**src/rtl/static_buff_pkg.sv**
```systemverilog
`default_nettype none
// ============================================================================
// Module   : static_buff_pkg
// Brief    : Shared defaults for the multi-queue static buffer and the
//            round-robin pick helper used by its consumer-side scheduler.
// Revision : 1.0 - initial release
// ============================================================================
package static_buff_pkg;

    localparam int unsigned c_NUMELEM = 4;
    localparam int unsigned c_BITDATA = 4;
    localparam int unsigned c_NUMFIFO = 8;
    localparam int unsigned c_RR_MAX  = 32;

    // First requesting index after 'last', wrapping modulo 'num'; returns
    // 'last' when nothing requests.
    function automatic int unsigned rr_pick(
        input logic [c_RR_MAX-1:0] req_vec,
        input int unsigned         last,
        input int unsigned         num
    );
        int unsigned w_idx;
        int unsigned w_pick;
        logic        w_found;
        w_pick  = last;
        w_found = 1'b0;
        for (int unsigned i = 1; i <= c_RR_MAX; i++) begin
            w_idx = (last + i) % num;
            if (!w_found && (i <= num) && req_vec[w_idx[4:0]]) begin
                w_pick  = w_idx;
                w_found = 1'b1;
            end
        end
        return w_pick;
    endfunction

endpackage
`default_nettype wire

```
**src/rtl/sched_outq.sv**
```systemverilog
`default_nettype none
// ============================================================================
// Module   : sched_outq
// Brief    : First-word-fall-through synchronous FIFO with occupancy output.
// Revision : 1.0 - initial release
// ============================================================================
module sched_outq #(
    parameter int unsigned DEPTH = 2,
    parameter int unsigned WIDTH = 7,
    parameter int unsigned OCCW  = $clog2(DEPTH + 1)
) (
    input  logic             clk,
    input  logic             rst,
    input  logic             wr_en,
    input  logic [WIDTH-1:0] wr_data,
    input  logic             rd_en,
    output logic [WIDTH-1:0] rd_data,
    output logic             vld,
    output logic [OCCW-1:0]  occ
);

    localparam int unsigned c_PTRW = (DEPTH > 1) ? $clog2(DEPTH) : 1;

    logic [WIDTH-1:0]  r_mem [DEPTH];
    logic [c_PTRW-1:0] r_wptr;
    logic [c_PTRW-1:0] r_rptr;
    logic [OCCW-1:0]   r_occ;
    logic              w_rd;

    assign w_rd    = rd_en && (r_occ != '0);
    assign vld     = (r_occ != '0);
    assign occ     = r_occ;
    assign rd_data = vld ? r_mem[r_rptr] : '0;

    // Write while full is legal only together with a read; the write slot
    // then equals the slot being read out this cycle.
    always_ff @(posedge clk) begin
        if (rst) begin
            r_wptr <= '0;
            r_rptr <= '0;
            r_occ  <= '0;
        end else begin
            if (wr_en) begin
                r_mem[r_wptr] <= wr_data;
                r_wptr        <= (r_wptr == c_PTRW'(DEPTH - 1)) ? '0 : r_wptr + c_PTRW'(1);
            end
            if (w_rd) begin
                r_rptr <= (r_rptr == c_PTRW'(DEPTH - 1)) ? '0 : r_rptr + c_PTRW'(1);
            end
            if (wr_en && !w_rd) begin
                r_occ <= r_occ + OCCW'(1);
            end else if (w_rd && !wr_en) begin
                r_occ <= r_occ - OCCW'(1);
            end
        end
    end

endmodule
`default_nettype wire

```
**src/rtl/static_buff_pop_sched.sv**
```systemverilog
`default_nettype none
// ============================================================================
// Module   : static_buff_pop_sched
// Brief    : Round-robin pop scheduler for the static buffer with a
//            credit-protected FWFT output queue.
// Revision : 1.0 - initial release
// ============================================================================
module static_buff_pop_sched
    import static_buff_pkg::*;
#(
    parameter int unsigned NUMELEM  = c_NUMELEM,
    parameter int unsigned BITDATA  = c_BITDATA,
    parameter int unsigned NUMFIFO  = c_NUMFIFO,
    parameter int unsigned RDLAT    = 1,
    parameter int unsigned OUTDEPTH = 2,
    parameter int unsigned BITELEM  = $clog2(NUMELEM),
    parameter int unsigned BITFIFO  = $clog2(NUMFIFO)
) (
    input  logic               clk,
    input  logic               rst,
    input  logic               buf_ready,
    input  logic               push_seen,
    input  logic [BITFIFO-1:0] pu_prt_seen,
    output logic               pop,
    output logic [BITFIFO-1:0] po_prt,
    input  logic [BITDATA-1:0] po_dout,
    output logic               out_vld,
    output logic [BITFIFO-1:0] out_prt,
    output logic [BITDATA-1:0] out_data,
    input  logic               out_rdy,
    output logic [NUMFIFO-1:0] nonempty
);

    localparam int unsigned c_OCCW = $clog2(OUTDEPTH + 1);
    localparam int unsigned c_QW   = BITFIFO + BITDATA;

    logic [BITFIFO-1:0] r_last;
    logic [BITFIFO-1:0] w_pick;
    logic [RDLAT-1:0]   r_pipe_vld;
    logic [BITFIFO-1:0] r_pipe_prt [RDLAT];
    logic [c_OCCW-1:0]  w_occ;
    logic [c_QW-1:0]    w_rd_data;
    logic               w_deq;
    logic               w_credit_ok;
    int unsigned        w_inflight;

    for (genvar q = 0; q < NUMFIFO; q++) begin : g_cnt
        logic [BITELEM:0] r_cnt;
        logic             w_inc;
        logic             w_dec;

        assign w_inc       = push_seen && (pu_prt_seen == BITFIFO'(q));
        assign w_dec       = pop && (po_prt == BITFIFO'(q));
        assign nonempty[q] = (r_cnt != '0);

        always_ff @(posedge clk) begin
            if (rst) begin
                r_cnt <= '0;
            end else if (w_inc && !w_dec) begin
                r_cnt <= r_cnt + (BITELEM + 1)'(1);
            end else if (w_dec && !w_inc) begin
                r_cnt <= r_cnt - (BITELEM + 1)'(1);
            end
        end
    end

    assign w_pick = BITFIFO'(rr_pick(32'(nonempty), 32'(r_last), NUMFIFO));

    always_comb begin
        w_inflight = 0;
        for (int i = 0; i < RDLAT; i++) begin
            w_inflight = w_inflight + 32'(r_pipe_vld[i]);
        end
    end

    // Entries already owed to the output queue must fit, counting the slot
    // that a dequeue in this very cycle frees up.
    assign w_deq       = out_vld && out_rdy;
    assign w_credit_ok = (32'(w_occ) + w_inflight) < (OUTDEPTH + 32'(w_deq));
    assign pop         = !rst && buf_ready && (|nonempty) && w_credit_ok;
    assign po_prt      = pop ? w_pick : '0;

    always_ff @(posedge clk) begin
        if (rst) begin
            r_last <= BITFIFO'(NUMFIFO - 1);
        end else if (pop) begin
            r_last <= w_pick;
        end
    end

    always_ff @(posedge clk) begin
        if (rst) begin
            r_pipe_vld <= '0;
            for (int i = 0; i < RDLAT; i++) begin
                r_pipe_prt[i] <= '0;
            end
        end else begin
            r_pipe_vld[0] <= pop;
            r_pipe_prt[0] <= po_prt;
            for (int i = 1; i < RDLAT; i++) begin
                r_pipe_vld[i] <= r_pipe_vld[i-1];
                r_pipe_prt[i] <= r_pipe_prt[i-1];
            end
        end
    end

    sched_outq #(
        .DEPTH (OUTDEPTH),
        .WIDTH (c_QW),
        .OCCW  (c_OCCW)
    ) u_outq (
        .clk     (clk),
        .rst     (rst),
        .wr_en   (r_pipe_vld[RDLAT-1]),
        .wr_data ({r_pipe_prt[RDLAT-1], po_dout}),
        .rd_en   (out_rdy),
        .rd_data (w_rd_data),
        .vld     (out_vld),
        .occ     (w_occ)
    );

    assign out_prt  = w_rd_data[c_QW-1:BITDATA];
    assign out_data = w_rd_data[BITDATA-1:0];

endmodule
`default_nettype wire

```
**config.mk**
```make
export PLATFORM = sky130hd
export DESIGN_NAME = static_buff_pop_sched
export DESIGN_NICKNAME = d
export VERILOG_FILES = /design/src/rtl/static_buff_pkg.sv /design/src/rtl/sched_outq.sv /design/src/rtl/static_buff_pop_sched.sv
export SDC_FILE = /design/constraint.sdc
export NUM_CORES = 1
export LEC_CHECK = 0
export CORE_MARGIN = 2
export CORE_UTILIZATION = 25
export CTS_BUF_LIST = sky130_fd_sc_hd__clkbuf_4 sky130_fd_sc_hd__clkbuf_8
export CTS_CLUSTER_SIZE = 12
export DETAILED_ROUTE_END_ITERATION = 8
export DONT_BUFFER_PORTS = 1
export GPL_ROUTABILITY_DRIVEN = 0
export GPL_TIMING_DRIVEN = 0
export PLACE_DENSITY = 0.35
export SYNTH_ARGS = -nofsm -noshare
export SYNTH_HDL_FRONTEND = slang
export SYNTH_SLANG_ARGS = --single-unit
```
**constraint.sdc**
```tcl
create_clock -name clk -period 6.01 [get_ports clk]
set_clock_uncertainty 0.2 [all_clocks]
set_input_delay 0.601 -clock clk [delete_from_list [all_inputs] [get_ports clk]]
set_output_delay 0.601 -clock clk [all_outputs]
set_load 0.05 [all_outputs]
```
==> run summary, run 1 <==
The run finished with clean final reports. The vertical extent of the die works out to 121 µm. The count of TritonRoute iterations in the first routing pass was 4; the data arrival time at the worst-slack endpoint was 5.59 ns.

The count of flip-flops with a built-in enable after synthesis works out to 14. The tools report the I/O pin total as 32. The number of buffers inserted by port buffering is 0, and the final cycle utilization of the critical path is 92.3%.

The largest fanout of any net on the critical path was 19; the starting utilization of the core area was 25.6%. The full die area is 0.0146 mm², and the synthesized area per cell is 9.52 µm². The library cell with the largest summed area after synthesis was sky130_fd_sc_hd__dfxtp_1.

The number of buffers inserted by hold repair at cts was 0. Once placement completed, the tool counted placed cells totaling 534. The number of endpoints with negative hold slack in the final report is 0, and the number of cells traversed by the worst register-to-register path is 18. The clock passes through at most 2 buffers. The tools report the initial detailed-routing violation count as 159. The endpoint of the lowest-slack register-to-register path is g_cnt[7].r_cnt[2]$_SDFFE_PP0P_.

Entering global routing, the biggest net connects 19 pins. The run gives 33.5% as the part of the Yosys area used for sequential elements. In the routed design, unresolved DRC markers number 0. The finished layout holds 540 standard cells, fillers aside. In this run the core area contains 42 standard-cell rows.

Setup slack closes at 0.465 ns. The tightest hold path in the finished design has a slack of 0.176 ns. The number of antenna violations at the first check in global routing is 0.

The sink count of the clock tree came out at 50. Clock-pin slew was measured on the worst setup and hold paths at 0.11 ns. Setup repair after global routing left no endpoint under its margin. The combined area of all synthesized cells was 0.00341 mm².

For this run, the number of Yosys warnings is 0. Buffers added to address setup during post-CTS repair amount to 0. The area growth from synthesis to layout is 10.4%. By count the netlist is led by sky130_fd_sc_hd__nor2_1 (47), sky130_fd_sc_hd__dfxtp_1 (36), sky130_fd_sc_hd__mux2i_1 (22).

In the global route stage, overall resource usage came out at 13.7%. Of the cells placed in the final design, the portion with a size suffix greater than 1 is 12.9%. Along the worst hold path, the cell count comes to 0. Of all flip-flops after synthesis, the portion carrying an async set or reset was 0%. The max-slew violation total from the final report was 0; the via density per instance was 5.07.

Synthesis inferred 50 register bits. The timing startpoint of the critical path is r_last[1]$_SDFFE_PP1P_. The first global-routing pass estimated 15200 µm of wire. After synthesis, the largest area contributor takes up 21.1% of total cell area. The run gives 391 as the post-synthesis net count. The worst setup path is launched from a flop.

The average routed wire per standard cell was 17.8 µm; the HPWL reported at the end of detailed placement was 7540 µm. In this run the remaining antenna-violating nets after routing total 0. The H-tree generated during clock tree synthesis spans 2 levels. The worst register-to-register path begins at r_last[1]$_SDFFE_PP1P_. The tree is rooted in a sky130_fd_sc_hd__clkbuf_8. Max-capacitance violation count: 0.

The kind of end point of the critical path was a flop. The total overflow reported by the global router is 0, and the register-to-register path setup slack is 0.46 ns. The floorplan core area was 0.0133 mm²; the post-layout minimum cycle time was 5.55 ns. Static timing analysis puts the maximum clock frequency at 0.180 GHz.

TritonCTS built the clock tree. Data on the critical path is required at its endpoint by 6.06 ns. At the later pin of the worst-skew pair, clock insertion delay measures 0.31 ns.

The number of different library cells used by synthesis comes to 59. The path with the worst hold slack has its endpoint at u_outq.r_mem[0][0]$_DFFE_PP_. For the count of final setup violators, the log shows 0. Timing analysis after detailed placement gives a worst setup slack of -0.515 ns. Synthesis produced 358 cells. From left edge to right edge, the die measures 121 µm. The worst setup path is of the flop to flop kind. The most used flip-flop cell after synthesis is sky130_fd_sc_hd__dfxtp_1.

The worst hold path belongs to the class input port to flop. The worst hold path begins at po_dout[0]. After the last flow step, the layout net total stands at 396. Yosys instantiated no cell more often than sky130_fd_sc_hd__nor2_1.

At the pin with the least slew margin, the transition time is 1.10 ns. The number of clock buffers added by TritonCTS is 5. The run gives 26.4% as the relative slew slack. The via count of the first global-routing pass was 2617. The tools report the final routed wirelength across all metal layers as 9600 µm. The number of antenna diodes in the final layout is 0.

After synthesis, the cell types taking the most area are sky130_fd_sc_hd__dfxtp_1 (21%), sky130_fd_sc_hd__edfxtp_1 (12%), sky130_fd_sc_hd__mux2i_1 (6.5%). Via total after detailed routing: 2736.
==> registers in the layout (all words and copies together) (netlist names), named ones only <==
register       flops
u_outq.r_mem      14
g_cnt.r_cnt       24
r_last             3
r_pipe_vld         1
u_outq.r_rptr      1
r_pipe_prt         3
u_outq.occ         2
u_outq.r_wptr      1
==> worst max path at each step <==
stage,end,slack (ns),depth (start not counted)
floorplan,g_cnt[7].r_cnt[2]$_SDFFE_PP0P_,0.91,21
global placement,g_cnt[7].r_cnt[2]$_SDFFE_PP0P_,-0.54,21
detailed placement,g_cnt[7].r_cnt[2]$_SDFFE_PP0P_,-0.52,21
CTS,g_cnt[7].r_cnt[2]$_SDFFE_PP0P_,0.06,19
global route,g_cnt[7].r_cnt[2]$_SDFFE_PP0P_,0.05,18
finish,g_cnt[7].r_cnt[2]$_SDFFE_PP0P_,0.46,18
==> critical path, stage by stage (launching register included) <==
cell and delay (ns):
sky130_fd_sc_hd__dfxtp_1 0.43, sky130_fd_sc_hd__clkbuf_4 0.31, sky130_fd_sc_hd__clkbuf_2 0.32, sky130_fd_sc_hd__inv_1 0.07
sky130_fd_sc_hd__ha_1 0.46, sky130_fd_sc_hd__nor4_2 0.40, sky130_fd_sc_hd__a2111oi_0 0.16, sky130_fd_sc_hd__or4_1 0.62
sky130_fd_sc_hd__a211oi_1 0.26, sky130_fd_sc_hd__o21ai_0 0.10, sky130_fd_sc_hd__o21ba_2 0.35, sky130_fd_sc_hd__xnor2_4 0.15
sky130_fd_sc_hd__or4_1 0.55, sky130_fd_sc_hd__ha_1 0.23, sky130_fd_sc_hd__inv_1 0.07, sky130_fd_sc_hd__fa_1 0.17
sky130_fd_sc_hd__xor2_1 0.07, sky130_fd_sc_hd__or3_2 0.40, sky130_fd_sc_hd__a21oi_1 0.14
==> what timing repair did <==
item / CTS / global route
setup endpoints to repair: 19 / 17
gates resized for setup: 5 / 4
cloned: 0 / 0
==> layer usage <==
layer | wire (µm) | track usage [%] | up-vias
met5 | 0 | 0 | -
met4 | 112 | 3.20 | 0
met3 | 520 | 2.92 | 8
met2 | 4410 | 21.5 | 58
met1 | 4560 | 19.1 | 1333
li1 | - | - | 1337
==> placed cells by master, fill, tap and decap left out, types with 4 or more instances in the layout <==
cell type / n
sky130_fd_sc_hd__nor2_1: 47
sky130_fd_sc_hd__dfxtp_1: 36
sky130_fd_sc_hd__mux2i_1: 22
sky130_fd_sc_hd__xor2_1: 21
sky130_fd_sc_hd__inv_1: 20
sky130_fd_sc_hd__o21ai_0: 16
sky130_fd_sc_hd__edfxtp_1: 14
sky130_fd_sc_hd__a21oi_1: 13
sky130_fd_sc_hd__a2111oi_0: 13
sky130_fd_sc_hd__ha_1: 13
sky130_fd_sc_hd__nor4_1: 11
sky130_fd_sc_hd__nor3_1: 9
sky130_fd_sc_hd__a211oi_1: 8
sky130_fd_sc_hd__or3_1: 8
sky130_fd_sc_hd__fa_1: 8
sky130_fd_sc_hd__nand2_1: 6
sky130_fd_sc_hd__clkbuf_1: 6
sky130_fd_sc_hd__nor3_4: 5
sky130_fd_sc_hd__a21o_1: 5
sky130_fd_sc_hd__clkbuf_8: 5
sky130_fd_sc_hd__inv_2: 4
sky130_fd_sc_hd__buf_2: 4
sky130_fd_sc_hd__nor4_2: 4
sky130_fd_sc_hd__xnor2_1: 4
sky130_fd_sc_hd__nand2b_1: 4
==> cell families (layout without fill, tap and decap cells) <==
kind of cell,Yosys count,count (layout),share of synthesized area (%)
simple gates,113,113,19.0
compound gates,79,79,16.7
flops,50,50,33.5
buf+inv,41,47,4.88
mux,28,28,9.54
xor+xnor,26,26,6.90
fa+ha+maj,21,21,9.47
==> per-stage QoR <==
| step | utilization, % | cell area (µm²) | setup TNS [ns] |
|---|---|---|---|
| final | 28.3 | 3760 | 0 |
| after global placement | 27.3 | 3630 | -4.11 |
| after CTS | 28.2 | 3750 | 0 |
| after detailed placement | 27.3 | 3630 | -3.97 |
| after global routing | 28.3 | 3760 | 0 |
| after floorplan | - | 3410 | 0 |
==> area by class of cell <==
cell class	instances	area, µm²
Buffer	15	75.1
Clock buffer	5	68.8
Clock inverter	3	28.8
Fill cell	1450	9530
Inverter	24	90.1
Multi-Input combinational cell	267	2140
Sequential cell	50	1140
Tap cell	176	220
Power of run 1 is left out: the tool's default activity adds up to more than one toggle a clock period on the data nets, which glitch-free logic cannot reach.
==> run 2, diff against run 1 <==
--- a/config.mk
+++ b/config.mk
@@ -13,7 +13,7 @@
 export DONT_BUFFER_PORTS = 1
 export GPL_ROUTABILITY_DRIVEN = 0
 export GPL_TIMING_DRIVEN = 0
-export PLACE_DENSITY = 0.35
+export PLACE_DENSITY = 0.37
 export SYNTH_ARGS = -nofsm -noshare
 export SYNTH_HDL_FRONTEND = slang
 export SYNTH_SLANG_ARGS = --single-unit
==> run summary, run 2 (same netlist as run 1, synthesis figures left out) <==
The HPWL reported at the end of detailed placement is 7390 µm (was 7540 µm). Setup repair after global routing left no endpoint under its margin. Die width: 121 µm (unchanged). The largest stage delay on the critical path works out to 0.66 ns (was 0.62 ns).

The logs give 0.00363 mm² (unchanged) for the instance area at placement and 6.06 ns (about the same) for the endpoint required time on the critical path. The final routed wirelength across all metal layers was 9360 µm (was 9600 µm). The kind of critical path is flop to flop (unchanged). Residual DRC count: 0 (unchanged). Most frequent standard cell in the layout excluding fill and tap cells: sky130_fd_sc_hd__nor2_1 (unchanged). For the via total after detailed routing, the log shows 2718 (was 2736). The tools report the pre-CTS setup slack as -0.456 ns (was -0.515 ns).

For the number of setup buffers added after CTS, the log shows 0 (unchanged). Largest registers: g_cnt.r_cnt: 24 flops, u_outq.r_mem: 14 flops (unchanged). Commonest cells after routing, fill and taps aside: sky130_fd_sc_hd__nor2_1 (47), sky130_fd_sc_hd__dfxtp_1 (36), sky130_fd_sc_hd__mux2i_1 (22), sky130_fd_sc_hd__xor2_1 (21), sky130_fd_sc_hd__inv_1 (20) (unchanged).

The register-to-register path setup slack is 0.42 ns (was 0.46 ns). The logs give 32 (unchanged) for the I/O pin total and 2715 (was 2617) for the via count of the first global-routing pass. The sink count of the clock tree is 50 (unchanged), and the transition at the pin with the smallest max-transition slack is 1.09 ns (was 1.10 ns). The met3 layer wire length in the routed design was 383 µm (was 520 µm); the average routed wire per standard cell was 17.3 µm (was 17.8 µm). Post-layout minimum cycle time: 5.59 ns (was 5.55 ns). The floorplan core area came out at 0.0133 mm² (unchanged). The number of endpoints with negative hold slack in the final report came out at 0 (unchanged). The run gives 0 (unchanged) as the max-capacitance violation count.

The worst-case setup margin in the final layout is 0.417 ns (was 0.465 ns). The tools report the full die area as 0.0146 mm² (unchanged). The most flop-heavy register is g_cnt.r_cnt (unchanged). TritonCTS built the clock tree.

The kind of end point of the critical path was a flop (unchanged). The logs give 27.1% (was 26.4%) for the relative slew slack and 0 (unchanged) for the number of nets still failing antenna checks after routing. Clock insertion delay at the later pin of the skew report: 0.32 ns (was 0.31 ns). The flip-flop count of the largest register after layout is 24 (unchanged), and the largest fanout of any net on the critical path is 10 (was 19). The clock transition at the registers of the reported paths is 0.10 ns (was 0.11 ns). The count of buffer and inverter cells on the critical path was 4 (unchanged).

The largest net degree at the start of global routing is 19 (unchanged), and the number of antenna violations at the first check in global routing is 0 (unchanged). The final net count came out at 396 (unchanged). The logs give 4550 µm (was 4560 µm) for the met1 wire length and 203 (was 159) for the initial detailed-routing violation count. The run gives 15300 µm (was 15200 µm) as the first-pass GRT wire length.

The cell with the largest stage delay on the worst path is sky130_fd_sc_hd__or4_1 (unchanged). The max-slew violation total from the final report was 0 (unchanged); the final instance area was 0.00374 mm² (was 0.00376 mm²). The flow ran to the end, and the final reports show no timing, DRC or antenna violations. The tools report the total track usage as 13.7% (about the same). The vertical extent of the die works out to 121 µm (unchanged). Family with the most delay on the worst path: simple AND/OR/NAND/NOR gates (unchanged).

The tools report the antenna diode count as 0 (unchanged). The number of buffers inserted by port buffering was 0 (unchanged). The worst hold path class was input port to flop (unchanged). The run gives 5 (unchanged) as the number of buffers added by the clock tree synthesis step. The utilization after layout was 28.1% (was 28.3%). Series of cell instances along the critical path: buf_2 -> inv_1 -> clkbuf_2 -> ha_1 -> nor4_1 -> a2111oi_0 -> or4_1 -> a211oi_1 -> o21ai_0 -> o21ba_2 -> xnor2_4 -> or4_1 -> ha_1 -> inv_1 -> fa_1 -> xor2_1 -> or3_2 -> a21oi_1 (was clkbuf_4 -> clkbuf_2 -> inv_1 -> ha_1 -> nor4_2 -> a2111oi_0 -> or4_1 -> a211oi_1 -> o21ai_0 -> o21ba_2 -> xnor2_4 -> or4_1 -> ha_1 -> inv_1 -> fa_1 -> xor2_1 -> or3_2 -> a21oi_1). For the data arrival time at the worst-slack endpoint, the log shows 5.64 ns (was 5.59 ns). Number of H-tree branching levels: 2 (unchanged).

The number of placement rows was 42 (unchanged); the count of final setup violators was 0 (unchanged). The run gives 0.179 GHz (was 0.180 GHz) as the highest attainable clock frequency. Fraction of layout instances using a drive strength above 1: 12.1% (was 12.9%). The count of TritonRoute iterations in the first routing pass is 4 (unchanged). The tools report the category of the worst setup path launch point as a flop (unchanged). The run gives 25.6% (unchanged) as the starting utilization of the core area. The final cycle utilization of the critical path is 93.1% (was 92.3%). The root buffer cell was sky130_fd_sc_hd__clkbuf_8 (unchanged).

The run gives 4330 µm (was 4410 µm) as the sum of met2 wire segment lengths after detailed routing. The highest routing layer actually used is met4 (unchanged). The run gives 2 (unchanged) as the maximum count of clock buffers along a single path. The signed area change from the synthesized netlist to the final layout came out at 9.73% (was 10.4%).

The run gives 0 (unchanged) as the total overflow reported by the global router. The via density per instance came out at 5.03 (was 5.07).
==> run 2: repair_timing <==
action / 4_1_cts / 5_1_grt
setup endpoints to repair: 19 / 17
gates resized for setup: 3 / 3
hold buffers: 0 / 0
==> run 2: final cells by class <==
cell class	instances	area, µm²
Inverter	24	90.1
Tap cell	176	220
Sequential cell	50	1140
Buffer	15	75.1
Clock buffer	5	68.8
Multi-Input combinational cell	267	2120
Fill cell	1429	9560
Clock inverter	3	26.3
==> run 2: path summary, 6_finish.rpt <==
kind	cells past startpoint	start	to
setup / recovery	18	r_last[0]$_SDFFE_PP1P_	g_cnt[7].r_cnt[2]$_SDFFE_PP0P_
hold / removal	0	po_dout[0]	u_outq.r_mem[0][0]$_DFFE_PP_
setup reg to reg	18	r_last[0]$_SDFFE_PP1P_	g_cnt[7].r_cnt[2]$_SDFFE_PP0P_
hold reg to reg	0	r_pipe_prt[0][1]$_SDFF_PP0_	u_outq.r_mem[0][5]$_DFFE_PP_
==> run 2: per-layer routing <==
metal	up-vias	track usage, %
li1	1340	-
met1	1320	19.1
met2	51	21.8
met3	7	2.78
met4	0	3.34
met5	-	0
==> run 2: worst reg2reg max path, stage by stage (launching register included) <==
cell and delay [ns]:
sky130_fd_sc_hd__dfxtp_1 0.36, sky130_fd_sc_hd__buf_2 0.24, sky130_fd_sc_hd__inv_1 0.19, sky130_fd_sc_hd__clkbuf_2 0.29, sky130_fd_sc_hd__ha_1 0.49, sky130_fd_sc_hd__nor4_1 0.35, sky130_fd_sc_hd__a2111oi_0 0.21, sky130_fd_sc_hd__or4_1 0.66
sky130_fd_sc_hd__a211oi_1 0.27, sky130_fd_sc_hd__o21ai_0 0.11, sky130_fd_sc_hd__o21ba_2 0.35, sky130_fd_sc_hd__xnor2_4 0.15, sky130_fd_sc_hd__or4_1 0.57, sky130_fd_sc_hd__ha_1 0.25, sky130_fd_sc_hd__inv_1 0.07, sky130_fd_sc_hd__fa_1 0.17
sky130_fd_sc_hd__xor2_1 0.07, sky130_fd_sc_hd__or3_2 0.41, sky130_fd_sc_hd__a21oi_1 0.14
==> run 2: through the flow <==
step / TNS, ns / cells / hold WS, ns
final: 0 / 540 / 0.172
after global routing: 0 / 540 / 0.143
after CTS: 0 / 542 / 0.150
after detailed placement: -2.37 / 534 / 0.216
after global placement: -3.02 / 534 / 0.209
after floorplan: 0 / 358 / 0.204
Power of run 2 is left out for the same reason.
==> run 3, diff against run 2 <==
--- a/config.mk
+++ b/config.mk
@@ -8,11 +8,13 @@
 export CORE_MARGIN = 2
 export CORE_UTILIZATION = 25
 export CTS_BUF_LIST = sky130_fd_sc_hd__clkbuf_4 sky130_fd_sc_hd__clkbuf_8
+export CTS_CLUSTER_DIAMETER = 60
 export CTS_CLUSTER_SIZE = 12
 export DETAILED_ROUTE_END_ITERATION = 8
 export DONT_BUFFER_PORTS = 1
 export GPL_ROUTABILITY_DRIVEN = 0
 export GPL_TIMING_DRIVEN = 0
+export MAX_ROUTING_LAYER = met4
 export PLACE_DENSITY = 0.37
 export SYNTH_ARGS = -nofsm -noshare
 export SYNTH_HDL_FRONTEND = slang
==> constraint.sdc (replaced) <==
create_clock -name clk -period 5.45 [get_ports clk]
set_clock_uncertainty 0.2 [all_clocks]
set_input_delay 0.545 -clock clk [delete_from_list [all_inputs] [get_ports clk]]
set_output_delay 0.545 -clock clk [all_outputs]
set_load 0.05 [all_outputs]
==> run summary, run 3 (same netlist as run 1, synthesis figures left out) <==
For the number of buffers inserted by hold repair at cts, the log shows 0 (unchanged). The die width was 121 µm (unchanged). The final routed wirelength across all metal layers came out at 9390 µm (was 9360 µm).

The most flop-heavy register was g_cnt.r_cnt (unchanged). The fraction of layout instances using a drive strength above 1 works out to 14.4% (was 12.1%). The root buffer cell was sky130_fd_sc_hd__clkbuf_8 (unchanged). Series of cell instances along the critical path: buf_6 -> clkbuf_4 -> inv_1 -> ha_4 -> nor4_4 -> a2111oi_0 -> or4_1 -> a211oi_1 -> o21ai_0 -> o21ba_2 -> xnor2_4 -> buf_4 -> or4b_1 -> ha_1 -> inv_1 -> fa_1 -> xor2_1 -> or3_1 -> a21oi_1 (was buf_2 -> inv_1 -> clkbuf_2 -> ha_1 -> nor4_1 -> a2111oi_0 -> or4_1 -> a211oi_1 -> o21ai_0 -> o21ba_2 -> xnor2_4 -> or4_1 -> ha_1 -> inv_1 -> fa_1 -> xor2_1 -> or3_2 -> a21oi_1). The data arrival time at the worst-slack endpoint was 5.15 ns (was 5.64 ns).

The run finished with clean final reports. The post-layout minimum cycle time works out to 5.11 ns (was 5.59 ns). The tools report the kind of end point of the critical path as a flop (unchanged). Number of buffers inserted by port buffering: 0 (unchanged). The number of inserted filler cells in the final layout was 1426 (was 1429). The initial detailed-routing violation count is 198 (was 203). The number of H-tree branching levels is 2 (unchanged). The via density per instance is 5.06 (was 5.03), and the number of cells after detailed placement is 534 (unchanged). The tools report the clock insertion delay at the later pin of the skew report as 0.32 ns (about the same).

The largest fanout of any net on the critical path was 19 (was 10); the highest attainable clock frequency was 0.196 GHz (was 0.179 GHz). The HPWL reported at the end of detailed placement is 7390 µm (unchanged). The starting utilization of the core area came out at 25.6% (unchanged). The kind of critical path is flop to flop (unchanged). Count of non-filler cells in the finished layout: 545 (was 540). The logs give 0.113 ns (was 0.172 ns) for the hold slack and 42 (unchanged) for the number of placement rows. The final net count was 401 (was 396).

The clock transition at the registers of the reported paths was 0.10 ns (about the same). The total track usage is 14.0% (was 13.7%). The average routed wire per standard cell works out to 17.2 µm (was 17.3 µm). The max-capacitance violation count came out at 0 (unchanged). Counting stages on the worst path, the most repeated cell is sky130_fd_sc_hd__inv_1.

The full die area came out at 0.0146 mm² (unchanged). The count of TritonRoute iterations in the first routing pass is 4 (unchanged). I/O pin total: 32 (unchanged). Commonest cells after routing, fill and taps aside: sky130_fd_sc_hd__nor2_1 (47), sky130_fd_sc_hd__dfxtp_1 (36), sky130_fd_sc_hd__mux2i_1 (22), sky130_fd_sc_hd__xor2_1 (21), sky130_fd_sc_hd__inv_1 (20) (unchanged).

Cell with the largest stage delay on the worst path: sky130_fd_sc_hd__a2111oi_0 (was sky130_fd_sc_hd__or4_1). Flip-flop count of the largest register after layout: 24 (unchanged). The signed area change from the synthesized netlist to the final layout works out to 12.3% (was 9.73%). The via count of the first global-routing pass came out at 2698 (was 2715). The run gives 0 (unchanged) as the number of nets still failing antenna checks after routing.

The final cycle utilization of the critical path works out to 93.7% (was 93.1%). The relative slew slack came out at 27.0% (was 27.1%). The most frequent standard cell in the layout excluding fill and tap cells is sky130_fd_sc_hd__nor2_1 (unchanged). Largest registers: g_cnt.r_cnt: 24 flops, u_outq.r_mem: 14 flops (unchanged). The endpoint required time on the critical path is 5.50 ns (was 6.06 ns). For the count of final setup violators, the log shows 0 (unchanged). Via total after detailed routing: 2755 (was 2718). The run gives 5 (unchanged) as the number of buffers added by the clock tree synthesis step. Largest stage delay on the critical path: 0.71 ns (was 0.66 ns). TritonCTS built the clock tree.

The number of antenna violations at the first check in global routing is 0 (unchanged), and the residual DRC count is 0 (unchanged). The run gives 0 (unchanged) as the antenna diode count. The transition at the pin with the smallest max-transition slack works out to 1.09 ns (about the same).

The largest net degree at the start of global routing is 20 (was 19). The number of endpoints with negative hold slack in the final report is 0 (unchanged), and the total overflow reported by the global router is 0 (unchanged). The max-slew violation total from the final report was 0 (unchanged); the first-pass GRT wire length was 15200 µm (was 15300 µm). Setup repair after global routing left no endpoint under its margin.

Vertical extent of the die: 121 µm (unchanged). The tools report the category of the worst setup path launch point as a flop (unchanged). Worst hold path class: input port to flop (unchanged).

The maximum count of clock buffers along a single path is 2 (unchanged). The sink count of the clock tree is 50 (unchanged). The floorplan core area is 0.0133 mm² (unchanged).
run 3: final cells by class:
type / instances / area [µm²] / area share [%]
multi-input combinational: 267 / 2160 / 56.4
sequential: 50 / 1140 / 29.8
tap: 176 / 220 / 5.75
inverter: 24 / 90.1 / 2.35
buffer: 15 / 86.3 / 2.25
clock buffer: 5 / 68.8 / 1.80
timing repair buffer: 5 / 37.5 / 0.980
clock inverter: 3 / 26.3 / 0.686
run 3: timing repair:
action,4_1_cts,5_1_grt
endpoints found under the setup margin,27,15
pin swaps,0,2
gates resized for setup,8,10
setup buffers,0,5
run 3: worst paths after layout:
path                                from                             end  slack (ns)  cells past startpoint
max               r_last[1]$_SDFFE_PP1P_  g_cnt[3].r_cnt[2]$_SDFFE_PP0P_        0.34                     19
min                           po_dout[0]    u_outq.r_mem[0][0]$_DFFE_PP_        0.11                      0
max reg2reg       r_last[1]$_SDFFE_PP1P_  g_cnt[3].r_cnt[2]$_SDFFE_PP0P_        0.34                     19
min reg2reg  r_pipe_prt[0][1]$_SDFF_PP0_    u_outq.r_mem[0][5]$_DFFE_PP_        0.24                      0
run 3: through the flow:
stage	util (%)	setup WS (ns)	area, µm²	TNS (ns)
floorplan	-	0.346	3410	0
global placement	27.3	-1.06	3630	-16.03
detailed placement	27.3	-1.02	3630	-14.85
CTS	28.2	0.0120	3750	0
global route	28.8	0.0884	3830	0
finish	28.8	0.343	3830	0
run 3: per-layer routing:
metal | routed length, µm | vias up | track usage (%)
met1 | 4470 | 1341 | 19.3
met3 | 455 | 7 | 2.74
li1 | - | 1345 | -
met2 | 4370 | 62 | 21.5
met5 | 0 | - | -
met4 | 99 | 0 | 3.13
run 3: critical path, delay by kind of cell, from the launching register on:
| kind | cells | cell delay [ns] |
|---|---|---|
| AND/OR/NAND/NOR | 4 | 1.20 |
| AO/OA/AOI/OAI | 5 | 1.37 |
| flip-flops | 1 | 0.45 |
| buffers and inverters | 5 | 0.81 |
| XOR/XNOR | 2 | 0.23 |
| adder cells (fa/ha/maj) | 3 | 0.75 |
Power of run 3 is left out for the same reason.
